**src/rtl/zx_bus_initiator.sv**
```systemverilog
// Z80-style bus master: turns valid/ready commands into ZX Spectrum edge-connector
// memory/IO cycles (T1, T2, optional TWA/TW waits, T3) and returns a one-cycle response.
`timescale 1ns/1ps
module zx_bus_initiator #(
    parameter int CLK_PER_T = 1,
    parameter int MAX_WAIT  = 255
) (
    input  logic        clk,
    input  logic        reset,
    input  logic        cmd_valid,
    output logic        cmd_ready,
    input  logic        cmd_io,
    input  logic        cmd_wr,
    input  logic [15:0] cmd_addr,
    input  logic [7:0]  cmd_wdata,
    output logic        rsp_valid,
    output logic [7:0]  rsp_data,
    output logic        rsp_err,
    output logic [15:0] A,
    output logic [7:0]  D_out,
    output logic        D_oe,
    input  logic [7:0]  D_in,
    output logic        mreq_n,
    output logic        iorq_n,
    output logic        rd_n,
    output logic        wr_n,
    input  logic        wait_n
);

    localparam int                TCNT_W    = (CLK_PER_T > 1) ? $clog2(CLK_PER_T) : 1;
    localparam logic [TCNT_W-1:0] TCNT_LAST = TCNT_W'(CLK_PER_T - 1);
    localparam logic [7:0]        WAIT_LAST = 8'(MAX_WAIT - 1);

    typedef enum logic [2:0] {
        S_IDLE,
        S_T1,
        S_T2,
        S_TWA,
        S_TW,
        S_T3
    } state_t;

    state_t            r_state;
    state_t            w_state_nxt;
    logic [TCNT_W-1:0] r_tcnt;
    logic [7:0]        r_wait_cnt;
    logic              r_io;
    logic              r_wr;
    logic              w_accept;
    logic              w_last;
    logic              w_abort;
    logic              w_done;
    logic              w_strobe_nxt;

    assign cmd_ready    = (r_state == S_IDLE);
    assign w_accept     = (r_state == S_IDLE) && cmd_valid;
    assign w_last       = (r_tcnt == TCNT_LAST);
    assign w_done       = (r_state == S_T3) && w_last;
    assign w_strobe_nxt = (w_state_nxt != S_IDLE) && (w_state_nxt != S_T1);

    // NOTE: every variable gets a default before the case so no path leaves it unassigned (no latch).
    always_comb begin
        w_state_nxt = r_state;
        w_abort     = 1'b0;
        case (r_state)
            S_IDLE: if (cmd_valid) w_state_nxt = S_T1;
            S_T1:   if (w_last) w_state_nxt = S_T2;
            S_T2: begin
                if (w_last) begin
                    if (r_io)        w_state_nxt = S_TWA;
                    else if (wait_n) w_state_nxt = S_T3;
                    else             w_state_nxt = S_TW;
                end
            end
            S_TWA:  if (w_last) w_state_nxt = wait_n ? S_T3 : S_TW;
            S_TW: begin
                if (w_last) begin
                    if (wait_n) begin
                        w_state_nxt = S_T3;
                    end else if (r_wait_cnt == WAIT_LAST) begin
                        w_state_nxt = S_IDLE;
                        w_abort     = 1'b1;
                    end
                end
            end
            S_T3:   if (w_last) w_state_nxt = S_IDLE;
            default: w_state_nxt = S_IDLE;
        endcase
    end

    // NOTE: sequential state uses non-blocking assignments so all registers update from pre-edge values.
    always_ff @(posedge clk or posedge reset) begin
        if (reset) r_state <= S_IDLE;
        else       r_state <= w_state_nxt;
    end

    always_ff @(posedge clk or posedge reset) begin
        if (reset) begin
            r_tcnt     <= '0;
            r_wait_cnt <= '0;
            r_io       <= 1'b0;
            r_wr       <= 1'b0;
            A          <= '0;
            D_out      <= '0;
            D_oe       <= 1'b0;
            mreq_n     <= 1'b1;
            iorq_n     <= 1'b1;
            rd_n       <= 1'b1;
            wr_n       <= 1'b1;
            rsp_valid  <= 1'b0;
            rsp_data   <= '0;
            rsp_err    <= 1'b0;
        end else begin
            r_tcnt <= ((r_state == S_IDLE) || w_last) ? '0 : r_tcnt + 1'b1;

            if (r_state != S_TW)  r_wait_cnt <= '0;
            else if (w_last)      r_wait_cnt <= r_wait_cnt + 1'b1;

            if (w_accept) begin
                A     <= cmd_addr;
                r_io  <= cmd_io;
                r_wr  <= cmd_wr;
                D_out <= cmd_wr ? cmd_wdata : 8'h00;
                D_oe  <= cmd_wr;
            end else if (w_state_nxt == S_IDLE) begin
                D_oe  <= 1'b0;
            end

            // Strobes decode the next state so they fall exactly at the T1->T2 edge.
            mreq_n <= !(w_strobe_nxt && !r_io);
            iorq_n <= !(w_strobe_nxt &&  r_io);
            rd_n   <= !(w_strobe_nxt && !r_wr);
            wr_n   <= !(w_strobe_nxt &&  r_wr);

            rsp_valid <= w_done || w_abort;
            if (w_done) begin
                rsp_data <= r_wr ? 8'h00 : D_in;
                rsp_err  <= 1'b0;
            end else if (w_abort) begin
                rsp_data <= 8'h00;
                rsp_err  <= 1'b1;
            end
        end
    end

endmodule

```
**config.mk**
```make
export PLATFORM = sky130hd
export DESIGN_NAME = zx_bus_initiator
export DESIGN_NICKNAME = d
export VERILOG_FILES = /design/src/rtl/zx_bus_initiator.sv
export SDC_FILE = /design/constraint.sdc
export NUM_CORES = 1
export LEC_CHECK = 0
export ABC_AREA = 1
export CORE_UTILIZATION = 41
export DETAILED_ROUTE_END_ITERATION = 10
export PLACE_DENSITY = 0.76
export SLEW_MARGIN = 40
export SYNTH_ARGS = -nofsm -noshare
export SYNTH_HDL_FRONTEND = slang
export SYNTH_SLANG_ARGS = --single-unit
```
**constraint.sdc**
```tcl
create_clock -name clk -period 1.48 [get_ports clk]
set_clock_uncertainty 0.2 [all_clocks]
set_input_delay 0.148 -clock clk [delete_from_list [all_inputs] [get_ports clk]]
set_output_delay 0.148 -clock clk [all_outputs]
set_load 0.01 [all_outputs]
```
==> out/metrics.yaml, run 1 <==
run_status:
  run_status: "finished, violations left"
  failed_checks: "setup timing"
worst_setup_path:
  criticalPathCategory: "reg2reg"
  timing.critical_path.fanout_max: 2
  timing.critical_path.to_type: "flop"
  worst-r2r-cell-count: 9
  critical_path_required_ps: 1480
  reg2reg_slack_ps: -70
  critical_path.reg2reg.startpoint: "r_wait_cnt[0]$_DFFE_PP0P_"
  reg2reg_to: "r_wait_cnt[0]$_DFFE_PP0P_"
  worstPathArrival_ps: 1560
  worst_setup_path_start_kind: "flop"
timing:
  achievable-frequency_mhz: 643
  setup_viol: 14
  report.final.slew_viol_count: 0
  tcrit_tclk_final_pct: 105
  postLayoutSetupSlackWorst_ps: -74.6
  fin_crit_ps: 1550
  rsz0062_at_grt: "true"
  fin_hold_ws_ps: 38.8
  final_hold_viol_count: 0
route:
  routed_wl_um: 5530
  routed-via-count: 2043
  avgViaCountPerCell: 4.63
  drc_errors: 0
  avgRoutedWirePerCell_um: 12.5
  drt_iter0_drc: 89
  detailedRoute.firstPassIterationCount: 4
  ant_nets: 0
placed_design:
  post-dp-hpwl_um: 3710
  gpl.final_weighted_congestion: 0.796
  port_buffers: 77
  dp_slack_ps: -144
layout:
  share_of_final_layout_standard_cells_stronger_than_drive_strength_1_pct: 24.9
  flow.area_growth_from_synthesis_pct: 51.6
  finalNetCount: 408
  num-fill-cells: 502
  diodes: 0
yosys:
  ys_seq_elements: 53
  yosysSeqAreaShare_pct: 56.2
  synth_area_per_cell_um2: 8.94
  post-synth-top-area-fraction_pct: 51.7
  netlist-cell-type-count: 28
  ys_async_sr_fraction_pct: 100
  synth.cell_area_um2: 2370
  synthMostInstantiatedCell: "sky130_fd_sc_hd__nand2_1"
  netlist_top_cells_area: "sky130_fd_sc_hd__dfrtp_1 (52%), sky130_fd_sc_hd__nand2_1 (14%), sky130_fd_sc_hd__dfstp_2 (4.4%)"
  netlist.top_cell.by_area: "sky130_fd_sc_hd__dfrtp_1"
  yosysWarningCount: 0
  synth.top_cells.by_count: "sky130_fd_sc_hd__nand2_1 (91), sky130_fd_sc_hd__dfrtp_1 (49), sky130_fd_sc_hd__inv_1 (21)"
  number_of_cells_produced_by_synthesis: 265
  synth_top_flop_cell: "sky130_fd_sc_hd__dfrtp_1"
  synth_fp_nets: 305
  synth-edff-count: 0
clock_tree:
  clock_latency_ps: 300
  clockRootBuffer: "sky130_fd_sc_hd__clkbuf_8"
  clk_path_buf_depth: 2
  cts_tree: "yes"
  htree_depth: 2
  clkSlewWorstSetupHoldPaths_ps: 90
  cts_buffers: 5
  cts_hold_repair.buffers: 0
  number_of_sinks_handled_by_clock_tree_synthesis: 53
floorplanning:
  die_w_um: 78.0
  core_um2: 5540
  initial_core_util_pct: 42.8
  io_pins: 78
  number_of_rows_created_at_floorplan: 27
  die_area_um2: 6090
  die_h_um: 78.0
pwr:
  ir_drop_v: 0.000633
  power_density_nw_per_um2: 1580
  total_leakage_power_nw: 1.79
global_routing:
  antenna_found_initial: 0
  grt_use_total_pct: 19.1
  grt_remaining_overflow: 0
  pin_count_of_the_biggest_net_entering_global_routing: 54
  vias_in_the_first_global_route: 2009
  grt_first_pass_wirelength_um: 9000
job:
  drv.max_cap_violation_count: 0
hold_path:
  hold_path.class: "in2async"
==> stage by stage <==
stage               TNS (ps)  cells  utilization (%)  total power [W]  instance area [um^2]
floorplan              -51.4    265                -          0.00368                  2370
global placement        -971    423             60.7          0.00509                  3360
detailed placement     -1550    423             60.7          0.00516                  3360
CTS                     -488    440             63.6          0.00566                  3520
global route           -1950    441             64.9          0.00615                  3590
finish                  -533    441             64.9          0.00569                  3590
==> state kept, by name, indices dropped and copies added (netlist names) <==
name        count
rsp_err         1
D_oe            1
r_state         3
rsp_valid       1
r_wr            1
mreq_n          1
r_tcnt          1
r_io            1
D_out           8
A              16
rsp_data        8
rd_n            1
iorq_n          1
wr_n            1
r_wait_cnt      8
==> worst max-delay path: stages (launching register included) <==
cell	delay, ps
sky130_fd_sc_hd__dfrtp_1	370
sky130_fd_sc_hd__inv_2	60
sky130_fd_sc_hd__buf_4	120
sky130_fd_sc_hd__buf_4	120
sky130_fd_sc_hd__buf_4	120
sky130_fd_sc_hd__buf_4	120
sky130_fd_sc_hd__buf_4	120
sky130_fd_sc_hd__buf_4	130
sky130_fd_sc_hd__nand2_2	60
sky130_fd_sc_hd__a21oi_2	50
==> cell type report <==
| class | count | area [um^2] | share of cell area, % |
|---|---|---|---|
| multi-input combinational | 177 | 988 | 27.5 |
| clock buffer | 6 | 72.6 | 2.02 |
| tap | 72 | 90.1 | 2.51 |
| inverter | 28 | 116 | 3.24 |
| timing repair buffer | 103 | 978 | 27.2 |
| clock inverter | 2 | 13.8 | 0.383 |
| sequential | 53 | 1330 | 37.1 |
==> worst max path at each step <==
stage | to | cells past startpoint | start | slack, ps
global placement | rsp_data[3]$_DFFE_PP0P_ | 6 | wait_n | -100
detailed placement | rsp_data[7]$_DFFE_PP0P_ | 6 | wait_n | -140
global route | D_oe$_DFFE_PP0P_ | 11 | r_wait_cnt[0]$_DFFE_PP0P_ | -180
CTS | D_oe$_DFFE_PP0P_ | 10 | r_wait_cnt[1]$_DFFE_PP0P_ | -70
finish | r_wait_cnt[0]$_DFFE_PP0P_ | 9 | r_wait_cnt[0]$_DFFE_PP0P_ | -70
floorplan | D_oe$_DFFE_PP0P_ | 11 | r_wait_cnt[0]$_DFFE_PP0P_ | -50
==> where the power goes <==
group          total, W  switching [W]  internal, W
logic           0.00257        0.00137      0.00121
clock network  0.000800       0.000462     0.000338
registers       0.00232       0.000310      0.00201
total           0.00569        0.00214      0.00355
==> cell usage in the layout, fill, tap and decap left out, types with 2 or more instances in the layout <==
master                            instances
sky130_fd_sc_hd__a21oi_1                  6
sky130_fd_sc_hd__a21oi_2                  2
sky130_fd_sc_hd__buf_12                   4
sky130_fd_sc_hd__buf_4                   18
sky130_fd_sc_hd__buf_6                    4
sky130_fd_sc_hd__clkbuf_8                 5
sky130_fd_sc_hd__clkdlybuf4s50_1         37
sky130_fd_sc_hd__clkinv_1                 2
sky130_fd_sc_hd__dfrtp_1                 47
sky130_fd_sc_hd__dfrtp_2                  2
sky130_fd_sc_hd__dfstp_2                  4
sky130_fd_sc_hd__dlygate4sd2_1           38
sky130_fd_sc_hd__inv_1                   16
sky130_fd_sc_hd__inv_2                    6
sky130_fd_sc_hd__inv_4                    3
sky130_fd_sc_hd__nand2_1                 87
sky130_fd_sc_hd__nand2_2                  5
sky130_fd_sc_hd__nand3_1                 14
sky130_fd_sc_hd__nand3_2                  3
sky130_fd_sc_hd__nor2_1                  13
sky130_fd_sc_hd__nor2_2                   5
sky130_fd_sc_hd__nor2_4                   6
sky130_fd_sc_hd__o21ai_0                  7
sky130_fd_sc_hd__o21ai_1                  6
sky130_fd_sc_hd__o21ai_2                 11
sky130_fd_sc_hd__o21ai_4                  2
==> layer usage <==
metal	up-vias	wire length, um	part of all wire, %	global-route usage, %
met1	933	2290	41	22.9
li1	1031	-	-	-
met5	-	0	0	0
met3	10	271	4.9	4.19
met4	0	116	2.1	7.41
met2	69	2860	52	33.5
==> repair_timing <==
item,CTS,global route
gates resized for setup,60,27
endpoints found under the setup margin,58,45
endpoints found under the hold margin,0,0
pin swaps,6,9
setup buffers,8,1
cloned,1,0
==> kinds of logic after synthesis <==
| kind of cell | after synthesis | share of synthesized area, % |
|---|---|---|
| other cells | 1 | 0.158 |
| simple gates | 140 | 27.1 |
| flops | 53 | 56.2 |
| fa+ha+maj | 2 | 1.06 |
| buf+inv | 36 | 6.60 |
| compound gates | 33 | 8.87 |
Note: power is estimated with default switching activity, not from simulation.
==> run 2: changes to the inputs <==
--- a/config.mk
+++ b/config.mk
@@ -6,9 +6,10 @@
 export NUM_CORES = 1
 export LEC_CHECK = 0
 export ABC_AREA = 1
-export CORE_UTILIZATION = 41
+export CORE_MARGIN = 2
+export CORE_UTILIZATION = 25
 export DETAILED_ROUTE_END_ITERATION = 10
-export PLACE_DENSITY = 0.76
+export DONT_BUFFER_PORTS = 1
 export SLEW_MARGIN = 40
 export SYNTH_ARGS = -nofsm -noshare
 export SYNTH_HDL_FRONTEND = slang
==> run 2 against run 1 <==
Against the previous run: the run still ends with setup timing left; sequential cell count is the same; die area grew 69%; cell count grew 5.2%; global-route usage shrank 7.4 points; non-clock buffer count shrank 34; total power grew 10%; largest cell class unchanged; highest routed layer unchanged.
==> out/metrics.yaml, run 2 (same netlist as run 1, synthesis figures left out) <==
route:
  drc_errors: 0
  ant_nets: 0
  routed_wl_um: 6330
  drt_iter0_drc: 77
  routed-via-count: 1990
  avgViaCountPerCell: 4.29
  avgRoutedWirePerCell_um: 13.6
  detailedRoute.firstPassIterationCount: 6
run_status:
  failed_checks: "setup timing"
  run_status: "finished, violations left"
pwr:
  power_density_nw_per_um2: 1710
  comb_power_share_pct: 37.9
  share_seq_of_total_power_pct: 43.4
  total_leakage_power_nw: 1.70
  intPower_w: 0.00381
  swShare_pct: 39.4
  net-switching-power_w: 0.00247
  share_clk_of_total_power_pct: 18.7
  ir_drop_v: 0.000831
worst_setup_path:
  timing.critical_path.fanout_max: 3
  timing.critical_path.to_type: "flop"
  critical_path.reg2reg.startpoint: "r_wait_cnt[0]$_DFFE_PP0P_"
  worstPathArrival_ps: 1600
  critical_path_required_ps: 1480
  worst_setup_path_start_kind: "flop"
  criticalPathCategory: "reg2reg"
  timing.critical_path.from: "r_wait_cnt[0]$_DFFE_PP0P_"
global_routing:
  grt_use_total_pct: 11.7
  antenna_found_initial: 0
  grt_first_pass_wirelength_um: 9360
  vias_in_the_first_global_route: 2049
  grt_remaining_overflow: 0
  pin_count_of_the_biggest_net_entering_global_routing: 54
floorplanning:
  initial_core_util_pct: 25.6
  die_area_um2: 10300
  core_um2: 9240
  die_h_um: 101
  die_w_um: 101
  io_pins: 78
  number_of_rows_created_at_floorplan: 35
timing:
  achievable-frequency_mhz: 629
  report.final.slew_viol_count: 0
  setup_viol: 20
  tcrit_tclk_final_pct: 107
  postLayoutSetupSlackWorst_ps: -110
  fin_hold_ws_ps: 170
  fin_crit_ps: 1590
  final_hold_viol_count: 0
  rsz0062_at_grt: "true"
layout:
  largest_register_ffs: 16
  post_layout_nonfiller_instances: 464
  share_of_final_layout_standard_cells_stronger_than_drive_strength_1_pct: 41.2
  finalNetCount: 374
  layout_common_cells: "sky130_fd_sc_hd__nand2_1 (53), sky130_fd_sc_hd__dfrtp_1 (45), sky130_fd_sc_hd__dlygate4sd3_1 (37), sky130_fd_sc_hd__nand2_2 (25), sky130_fd_sc_hd__inv_1 (17)"
  layout_commonest_cell: "sky130_fd_sc_hd__nand2_1"
  max_flop_register: "A"
  diodes: 0
  flow.area_growth_from_synthesis_pct: 55.3
clock_tree:
  number_of_sinks_handled_by_clock_tree_synthesis: 53
  clockRootBuffer: "sky130_fd_sc_hd__clkbuf_8"
  cts_tree: "yes"
  htree_depth: 2
  clkSlewWorstSetupHoldPaths_ps: 100
  clock_latency_ps: 310
  clk_path_buf_depth: 2
  cts_buffers: 5
placed_design:
  gpl.final_weighted_congestion: 0.830
  post-dp-hpwl_um: 3670
  numPlacedInstances: 401
  port_buffers: 0
hold_path:
  hold_path.class: "in2async"
job:
  drv.max_cap_violation_count: 0
## run 2: area by class of cell
| type | instances | area [um^2] |
|---|---|---|
| Inverter | 28 | 131 |
| Timing Repair Buffer | 69 | 747 |
| Tap cell | 129 | 161 |
| Multi-Input combinational cell | 177 | 1170 |
| Clock buffer | 5 | 68.8 |
| Clock inverter | 3 | 65.1 |
| Fill cell | 881 | 5560 |
| Sequential cell | 53 | 1340 |
## run 2: through the flow
stage / setup slack (ps) / instance area (um^2) / power [W] / utilization [%] / TNS [ps]
5_1_grt: -214 / 3680 / 0.00674 / 39.8 / -3640
2_1_floorplan: -51.4 / 2370 / 0.00368 / - / -51.4
3_3_place_gp: -59.7 / 2620 / 0.00406 / 28.4 / -463
6_report: -110 / 3680 / 0.00628 / 39.8 / -874
4_1_cts: -64.2 / 3220 / 0.00545 / 34.8 / -352
3_5_place_dp: -99.5 / 2620 / 0.00409 / 28.4 / -877
## run 2: routing by layer
metal,track usage [%],vias to the layer above,wire (um)
met4,3.95,0,62
met1,13.0,952,2520
met3,4.35,5,411
met2,20.6,70,3340
li1,-,963,-
met5,0,-,0
## run 2: path summary, 6_finish.rpt
path,to,slack (ps),depth (start not counted)
worst max-delay path,r_wait_cnt[6]$_DFFE_PP0P_,-110,8
min in group clk,wr_n$_DFF_PP1_,220,1
worst min register to register,wr_n$_DFF_PP1_,220,1
worst min-delay path,A[1]$_DFFE_PP0P_,170,3
worst max register to register,r_wait_cnt[6]$_DFFE_PP0P_,-110,8
max in group asynchronous,rd_n$_DFF_PP1_,620,3
## run 2: repair_timing
| item | CTS | global route |
|---|---|---|
| resized for setup | 16 | 101 |
| endpoints found under the hold margin | 90 | 2 |
| setup buffers | 6 | 7 |
| setup endpoints to repair | 18 | 49 |
| gates cloned | 1 | 4 |
| pin swaps | 7 | 18 |
| hold buffers | 36 | 1 |
## run 2: worst max-delay path: stages (launching register included)
cell	delay (ps)
sky130_fd_sc_hd__dfrtp_1	400
sky130_fd_sc_hd__buf_4	140
sky130_fd_sc_hd__buf_4	130
sky130_fd_sc_hd__ha_4	150
sky130_fd_sc_hd__and3_4	190
sky130_fd_sc_hd__nand2_4	70
sky130_fd_sc_hd__nor2_4	30
sky130_fd_sc_hd__o21ai_1	120
sky130_fd_sc_hd__a21oi_1	50
## run 2: power groups by stage
stage                     combinational [W]  sequential [W]  clock [W]
after floorplan                     0.00114         0.00254          0
after global placement              0.00138         0.00267          0
after detailed placement            0.00143         0.00266          0
after CTS                           0.00158         0.00266    0.00121
after global routing                0.00265         0.00281    0.00128
final                               0.00238         0.00272    0.00118
